--- src/rtl/inner_product_pkg.sv ---
// ---------------------------------------------------------------------------
// inner_product_pkg
// Shared types and helpers for the streaming inner-product engine.
//   state_t : engine FSM states (ACCUM while summing a vector, DONE while a
//             completed result waits to be accepted)
//   cnt_w() : width of the element counter for a given vector length
// ---------------------------------------------------------------------------
package inner_product_pkg;

    typedef enum logic {
        ACCUM = 1'b0,
        DONE  = 1'b1
    } state_t;

    // Width needed to count 0..n-1; a single-element vector still gets one bit.
    function automatic int unsigned cnt_w(input int unsigned n);
        return (n > 1) ? $clog2(n) : 1;
    endfunction

endpackage

--- src/rtl/operand_fifo.sv ---
// ---------------------------------------------------------------------------
// operand_fifo
// Synchronous single-clock FIFO holding one operand stream.
// Parameters: DATA_W (entry width), FIFO_DEPTH (entries, power of two, >= 2)
// Ports:
//   clk   : clock, rising edge
//   rst   : synchronous active-low reset (empties the FIFO)
//   push  : write din this edge (never asserted while full)
//   din   : data to write
//   pop   : drop the head entry this edge (never asserted while empty)
//   head  : oldest entry, valid while !empty
//   full  : no free entries
//   empty : no entries
// Push and pop in the same edge are allowed; occupancy is then unchanged.
// ---------------------------------------------------------------------------
module operand_fifo #(
    parameter int DATA_W     = 32,
    parameter int FIFO_DEPTH = 4
) (
    input  logic              clk,
    input  logic              rst,
    input  logic              push,
    input  logic [DATA_W-1:0] din,
    input  logic              pop,
    output logic [DATA_W-1:0] head,
    output logic              full,
    output logic              empty
);
    localparam int AW = $clog2(FIFO_DEPTH);

    logic [DATA_W-1:0] mem_q [FIFO_DEPTH];
    // Pointers carry one extra wrap bit so full and empty can be told apart.
    logic [AW:0] wr_q, wr_d;
    logic [AW:0] rd_q, rd_d;

    always_comb begin
        wr_d = wr_q;
        rd_d = rd_q;
        if (push) wr_d = wr_q + (AW+1)'(1);
        if (pop)  rd_d = rd_q + (AW+1)'(1);
    end

    always_ff @(posedge clk) begin
        if (!rst) begin
            wr_q <= '0;
            rd_q <= '0;
        end else begin
            wr_q <= wr_d;
            rd_q <= rd_d;
        end
    end

    // Storage is not reset: entries are only visible between the pointers.
    always_ff @(posedge clk) begin
        if (push) mem_q[wr_q[AW-1:0]] <= din;
    end

    assign head  = mem_q[rd_q[AW-1:0]];
    assign empty = (wr_q == rd_q);
    assign full  = (wr_q[AW] != rd_q[AW]) && (wr_q[AW-1:0] == rd_q[AW-1:0]);

endmodule

--- src/rtl/inner_product_n.sv ---
// ---------------------------------------------------------------------------
// inner_product_n
// Streaming inner-product engine. Two operand streams are buffered in their
// own FIFOs; aligned pairs are multiplied and summed over VEC_LEN elements
// and each completed dot product is offered on a ready/valid output.
// Parameters: DATA_W, ACC_W, VEC_LEN (>= 1), FIFO_DEPTH (power of two, >= 2)
// Ports:
//   clk              : clock, rising edge
//   rst              : synchronous active-low reset
//   u_in/u_valid     : u operand stream in;  u_ready : u FIFO can accept
//   v_in/v_valid     : v operand stream in;  v_ready : v FIFO can accept
//   c/c_valid        : completed dot product; c_ready : consumer accepts c
// Build option: define INNER_PRODUCT_SAT_EN to clamp products and partial
// sums at 2^ACC_W-1 instead of wrapping modulo 2^ACC_W.
// ---------------------------------------------------------------------------
module inner_product_n
    import inner_product_pkg::*;
#(
    parameter int DATA_W     = 32,
    parameter int ACC_W      = 32,
    parameter int VEC_LEN    = 3,
    parameter int FIFO_DEPTH = 4
) (
    input  logic              clk,
    input  logic              rst,
    input  logic [DATA_W-1:0] u_in,
    input  logic              u_valid,
    output logic              u_ready,
    input  logic [DATA_W-1:0] v_in,
    input  logic              v_valid,
    output logic              v_ready,
    output logic [ACC_W-1:0]  c,
    output logic              c_valid,
    input  logic              c_ready
);
    localparam int CNT_W = cnt_w(VEC_LEN);
    // Wide enough for the full product and for a saturation compare.
    localparam int WW    = ((2*DATA_W > ACC_W) ? 2*DATA_W : ACC_W) + 1;
    localparam logic [CNT_W-1:0] LAST    = CNT_W'(VEC_LEN - 1);
    localparam logic [ACC_W-1:0] ACC_MAX = {ACC_W{1'b1}};

    // Full-precision product reduced to the accumulator width.
    function automatic logic [ACC_W-1:0] mul_fit(input logic [DATA_W-1:0] a,
                                                 input logic [DATA_W-1:0] b);
`ifdef INNER_PRODUCT_SAT_EN
        logic [WW-1:0] p;
        p = WW'(a) * WW'(b);
        return (p > WW'(ACC_MAX)) ? ACC_MAX : p[ACC_W-1:0];
`else
        return ACC_W'(WW'(a) * WW'(b));
`endif
    endfunction

    // Accumulate; once clamped at ACC_MAX any further sum stays clamped.
    function automatic logic [ACC_W-1:0] add_fit(input logic [ACC_W-1:0] a,
                                                 input logic [ACC_W-1:0] b);
`ifdef INNER_PRODUCT_SAT_EN
        logic [ACC_W:0] s;
        s = {1'b0, a} + {1'b0, b};
        return s[ACC_W] ? ACC_MAX : s[ACC_W-1:0];
`else
        return a + b;
`endif
    endfunction

    logic [DATA_W-1:0] u_head, v_head;
    logic              u_full, u_empty, v_full, v_empty;
    logic              u_push, v_push, pop;

    state_t            state_q, state_d;
    logic [CNT_W-1:0]  cnt_q, cnt_d;
    logic [ACC_W-1:0]  acc_q, acc_d;
    logic [ACC_W-1:0]  c_q, c_d;
    logic              c_valid_q, c_valid_d;
    logic [ACC_W-1:0]  sum;

    assign u_ready = !u_full && rst;
    assign v_ready = !v_full && rst;
    assign u_push  = u_valid && u_ready;
    assign v_push  = v_valid && v_ready;

    // A held result blocks pops until the consumer takes it; the pop that
    // coincides with acceptance starts the next vector without a bubble.
    assign pop = !u_empty && !v_empty && (state_q == ACCUM || c_ready);

    operand_fifo #(.DATA_W(DATA_W), .FIFO_DEPTH(FIFO_DEPTH)) u_fifo (
        .clk   (clk),
        .rst   (rst),
        .push  (u_push),
        .din   (u_in),
        .pop   (pop),
        .head  (u_head),
        .full  (u_full),
        .empty (u_empty)
    );

    operand_fifo #(.DATA_W(DATA_W), .FIFO_DEPTH(FIFO_DEPTH)) v_fifo (
        .clk   (clk),
        .rst   (rst),
        .push  (v_push),
        .din   (v_in),
        .pop   (pop),
        .head  (v_head),
        .full  (v_full),
        .empty (v_empty)
    );

    // acc_q is already zero in DONE, so the same sum serves a vector's first
    // element after a result as well as the middle of a vector.
    always_comb begin
        state_d   = state_q;
        cnt_d     = cnt_q;
        acc_d     = acc_q;
        c_d       = c_q;
        c_valid_d = c_valid_q;
        sum       = add_fit(acc_q, mul_fit(u_head, v_head));

        if (state_q == DONE && c_ready) begin
            state_d   = ACCUM;
            c_valid_d = 1'b0;
        end

        if (pop) begin
            if (cnt_q == LAST) begin
                c_d       = sum;
                c_valid_d = 1'b1;
                acc_d     = '0;
                cnt_d     = '0;
                state_d   = DONE;
            end else begin
                acc_d     = sum;
                cnt_d     = cnt_q + CNT_W'(1);
                state_d   = ACCUM;
            end
        end
    end

    always_ff @(posedge clk) begin
        if (!rst) begin
            state_q   <= ACCUM;
            cnt_q     <= '0;
            acc_q     <= '0;
            c_q       <= '0;
            c_valid_q <= 1'b0;
        end else begin
            state_q   <= state_d;
            cnt_q     <= cnt_d;
            acc_q     <= acc_d;
            c_q       <= c_d;
            c_valid_q <= c_valid_d;
        end
    end

    assign c       = c_q;
    assign c_valid = c_valid_q;

endmodule
--- config.mk ---
export PLATFORM = sky130hd
export DESIGN_NAME = inner_product_n
export DESIGN_NICKNAME = d
export VERILOG_FILES = /design/src/rtl/inner_product_pkg.sv /design/src/rtl/operand_fifo.sv /design/src/rtl/inner_product_n.sv
export SDC_FILE = /design/constraint.sdc
export NUM_CORES = 2
export LEC_CHECK = 0
export CAP_MARGIN = 20
export CELL_PAD_IN_SITES_DETAIL_PLACEMENT = 1
export CELL_PAD_IN_SITES_GLOBAL_PLACEMENT = 1
export CORE_ASPECT_RATIO = 1.5
export CORE_UTILIZATION = 47
export DETAILED_ROUTE_END_ITERATION = 16
export PLACE_DENSITY_LB_ADDON = 0.1
export SYNTH_ARGS = -nofsm -noshare
export SYNTH_HDL_FRONTEND = slang
export SYNTH_SLANG_ARGS = --single-unit
--- constraint.sdc ---
create_clock -name clk -period 26 [get_ports clk]
set_clock_uncertainty 0.2 [all_clocks]
set_input_delay 5.2 -clock clk [delete_from_list [all_inputs] [get_ports clk]]
set_output_delay 5.2 -clock clk [all_outputs]
set_load 0.01 [all_outputs]
# ---- After elaboration in Yosys (flattened, before gate mapping)
# Memory sizes are Yosys's and may differ from the RTL's. A register that Yosys moved wholly into a read port is not among the register bits.
# Cells that the tools add are included.
dict set report classes {
  eq_ne 7
  reduce_logical 16
  mux 16
  add_sub_neg 6
  mul 1
  bitwise 1
}
# operator n
set ops {}
lappend ops {{32-bit adder} 1}
lappend ops {{32-bit by 32-bit multiplier with 32-bit output} 1}
lappend ops {{32-bit two-way mux} 1}
lappend ops {{3-bit by 1-bit adder with 3-bit output, second input constant} 4}
lappend ops {{1-bit two-way mux} 10}
lappend ops {{2-bit two-way mux} 5}
lappend ops {{1-bit logical AND} 9}
lappend ops {{3-bit equality test} 2}
lappend ops {{2-bit equality test} 2}
lappend ops {{1-bit zero test} 4}
lappend ops {{2-bit by 1-bit adder with 2-bit output, second input constant} 1}
lappend ops {{2-bit equality test, second input constant} 1}
lappend ops {{1-bit != test} 2}
lappend ops {{2-bit AND reduction} 1}
lappend ops {{2-bit nonzero test} 1}
lappend ops {{1-bit logical OR} 1}
lappend ops {{1-bit NOT} 1}
dict set report word_totals {
  wordCells 58
  mem_count 2
  mem_bits_rw 256
  out_inout_bits 35
  inputBits 69
  ff_bits 80
}
# memory words width read_ports rd_clocked_by_memory_dff write_ports line_no
set mem_list {}
lappend mem_list {u_fifo.mem_q 4 32 1 1 1 operand_fifo.sv:31} ;# logic [DATA_W-1:0] mem_q [FIFO_DEPTH];
lappend mem_list {v_fifo.mem_q 4 32 1 1 1 operand_fifo.sv:31}

# ---- Depth between registers and ports, before layout
dict set report depth {
  depth_word 7
  mapped_depth 38
  depth_no_buf 30
}

# ---- Cells and area by module
# A second synthesis with hierarchy kept.
dict set report hier_totals {
  cells_unflattened 2582
  area_unflattened_um2 29296.8
}
# mod seq_area_each_um2 area_per_inst_um2 n_inst cells_each
set by_module_without_submodules {}
lappend by_module_without_submodules {inner_product_n 1361.3 19174.6 1 2166}
lappend by_module_without_submodules {operand_fifo 4003.8 5061.1 2 208}

# ---- Least setup slack after synthesis
# OpenSTA, ideal clock, no wires.
dict set report synth_timing {
  path_type {input-to-output}
  from {in rst}
  to {out u_ready}
  arrival_ns 5.835
  n_path_buf 1
  cell_stages 3
  required_ns 20.600
  slack_ns 14.765
  cell_sequence {clkbuf_1 inv_1 a21oi_1}
}
dict set report synth_via {
  elab_chain_cells 1
}
# element line_no
set synth_rtl {}
lappend synth_rtl {{from (decl)} inner_product_n.sv:25} ;# input logic rst,
lappend synth_rtl {{1-bit logical AND} inner_product_n.sv:77} ;# assign u_ready = !u_full && rst;
lappend synth_rtl {{to (decl)} inner_product_n.sv:28} ;# output logic u_ready,
# Every way passes these cells.

# ---- Final worst setup path
# Same ends and word-level chain as after synthesis.

==> out/results.ini <==
[route]
drt_iter0_drc = 829
vias = 19959
drc = 0
wl_um = 90100
via_per_inst = 5.52
drt-wirelength-per-cell_um = 24.9
ant_nets = 0
drt_first_pass_iters = 5

[floorplanning]
die_w_um = 207
core_mm2 = 0.0622
chipHeight_um = 309
io_pins = 104
std_cell_rows = 112
initial_core_util = 0.475
die_area_mm2 = 0.0638

[critical_path]
cp_slowest_stage_delay_ns = 0.92
cp-start-kind = input pin
critPathCaptureType = output port
worstPathCellList = clkdlybuf4s50_1 -> inv_2 -> a21oi_1 -> clkdlybuf4s50_1
cp_common_cell = clkdlybuf4s50_1
worstSetupPathType = input pin to output port
crit_required_ns = 20.60
critPathMaxFanout = 17
crit_buf_inv = 3
crit_arrival_ns = 7.26
slowest_stage = clkdlybuf4s50_1
cp-startpoint = rst
path_delay_family = buffers and inverters

[cts]
htree_num_levels = 2
cts_tree = yes
clock-sinks = 340
holdBufCountCts = 0
post-cts-setup-buffers = 0
cts_resized = 0
numCtsBuffers = 36
clockBufferDepth = 3
cts_root_buf = clkbuf_16
clk_pin_slew_ns = 0.06
clk_latency_ns = 0.58

[sta]
fmaxAchievable_ghz = 0.0790
tns_ns = 0
worst_pin_slew_ns = 1.20
rsz0062_at_grt = false
period_minus_slack_ns = 12.66
slew_headroom = 0.196
setup_violations = 0
period_share = 0.487
drv_slew = 0
hold_viol = 0

[synth]
syn_area_per_cell_um2 = 10.9
syn_area_mm2 = 0.0295
synth_edf_count = 256
synth_seq_cells = 340
yosys-top-cells-area = fa_1 (30%), edfxtp_1 (26%), inv_1 (6.6%)
syn_inst = 2716
yosysTopAreaCell = fa_1
yosys_warnings = 0
synth_top_area_frac = 0.297
ys_types = 56
ys.flop_type = edfxtp_1
async_flop_share = 0
yosysSeqAreaShare = 0.317
synthesis.nets = 3357

[global_route]
first_global_vias = 23129
grt.met1_usage = 0.327
grt_util_all_layers = 0.295
grt_overflow = 0
grt_first_pass_wirelength_um = 137000
use_met3 = 0.0321
met2_usage = 0.551
grt_max_degree = 71
antenna_found_initial = 0
busiest_layer = met2

[run]
maxCapViolations = 0

[finish]
syn2layout_area_growth_pct = 11.1
multi_input_comb_area_mm2 = 0.0178
regArea_mm2 = 0.00938
drive_gt1_frac = 0.0753
nets = 3431
fillers = 6720

[placement]
place_congestion = 0.887
hpwl_um = 69100
numPortBuffers = 103

[worst_hold_path]
hold_path_class = flop to flop
worst_hold_startpoint = c[10]

[outcome]
status = complete, no violations

final timing paths:
check,to,slack (ns),cells past startpoint
setup / recovery,u_ready,13.34,4
hold / removal,c[10],0.26,2
setup reg to reg,acc_q[31],16.51,26
hold reg to reg,c[10],0.26,2
Yosys cell counts, drive strengths merged, types with 3 or more instances:
master	count
o211ai	7
and2	35
nand2	313
a211oi	4
or2	5
a22oi	26
xnor2	70
xnor3	3
a21o	6
nor3	7
edfxtp	256
nand2b	8
o21a	10
o21ai	47
dfxtp	84
ha	134
mux2	44
mux4	48
nand3	13
a21oi	58
buf	31
xor2	27
mux2i	72
and3	11
nor2	336
clkbuf	75
fa	438
o21bai	3
a31oi	5
inv	517
kinds of logic (layout without fill, tap and decap cells):
kind of cell             after synthesis  count (layout)  synth area share
other                                  0               1                 0
buffers and inverters                624             725            0.0816
AO/OA/AOI/OAI                        179             179            0.0370
multiplexers                         164             164            0.0779
XOR/XNOR                             100             100            0.0316
AND/OR/NAND/NOR                      737             737             0.101
flip-flops                           340             340             0.317
adder cells (fa/ha/maj)              572             572             0.354
registers in the layout (all words and copies together), names as in the netlist, named ones only:
register and cells:
c 32, u_fifo.mem_q 128, u_fifo.rd_q 3, v_fifo.rd_q 3, cnt_q 2, v_fifo.mem_q 128, u_fifo.wr_q 3, v_fifo.wr_q 3
c_valid 1, state_q 1, acc_q 32
final cells by class:
type | instances | area share
multi-input combinational | 1752 | 0.542
inverter | 518 | 0.0593
timing repair buffer | 142 | 0.0406
antenna | 1 | 0.0000763
sequential | 340 | 0.286
tap | 798 | 0.0304
clock buffer | 43 | 0.0299
clock inverter | 22 | 0.0113
routing by layer:
layer  vias to the layer above  share of wire  wire length [µm]
li1                       8676              -                 -
met1                     10657           0.36             32500
met2                       424           0.55             49900
met3                       202          0.034              3020
met4                         0          0.052              4660
met5                         -              0                 0
cells in the final DEF (no fill, tap or decap), types with 8 or more instances in the layout:
cell / instances
fa_1: 438
nand2_1: 312
and2_1: 35
nand2b_1: 8
o21a_1: 10
xnor2_1: 69
nor2_1: 336
o21ai_0: 22
clkdlybuf4s50_1: 103
bufinv_16: 8
clkbuf_16: 38
edfxtp_1: 256
nand3_1: 13
a21oi_1: 57
mux2i_1: 69
mux2_2: 44
ha_1: 134
mux4_2: 47
o21ai_1: 21
buf_4: 38
inv_1: 516
xor2_1: 26
dfxtp_1: 80
a22oi_1: 26
worst register-to-register path: cells and delay by family (launching register included):
kind            cells  cell delay, ns
flops               1            0.33
mux                 1            0.43
simple gates        1            0.18
compound gates      9            2.41
fa+ha+maj           9            4.50
xor+xnor            1            0.35
buf+inv             5            1.02
stage by stage:
step	cells	utilization	setup WS (ns)	hold WS (ns)	instance area (µm²)
2_1_floorplan	2716	-	14.77	0.270	29500
3_3_place_gp	3549	0.505	13.44	0.247	31400
3_5_place_dp	3549	0.505	13.34	0.250	31400
4_1_cts	3614	0.527	13.33	0.259	32800
5_1_grt	3615	0.527	13.21	0.276	32800
6_report	3616	0.527	13.34	0.258	32800
Power is not shown: default switching activity piles up to over one toggle a cycle in this logic, so the estimate is an artifact.
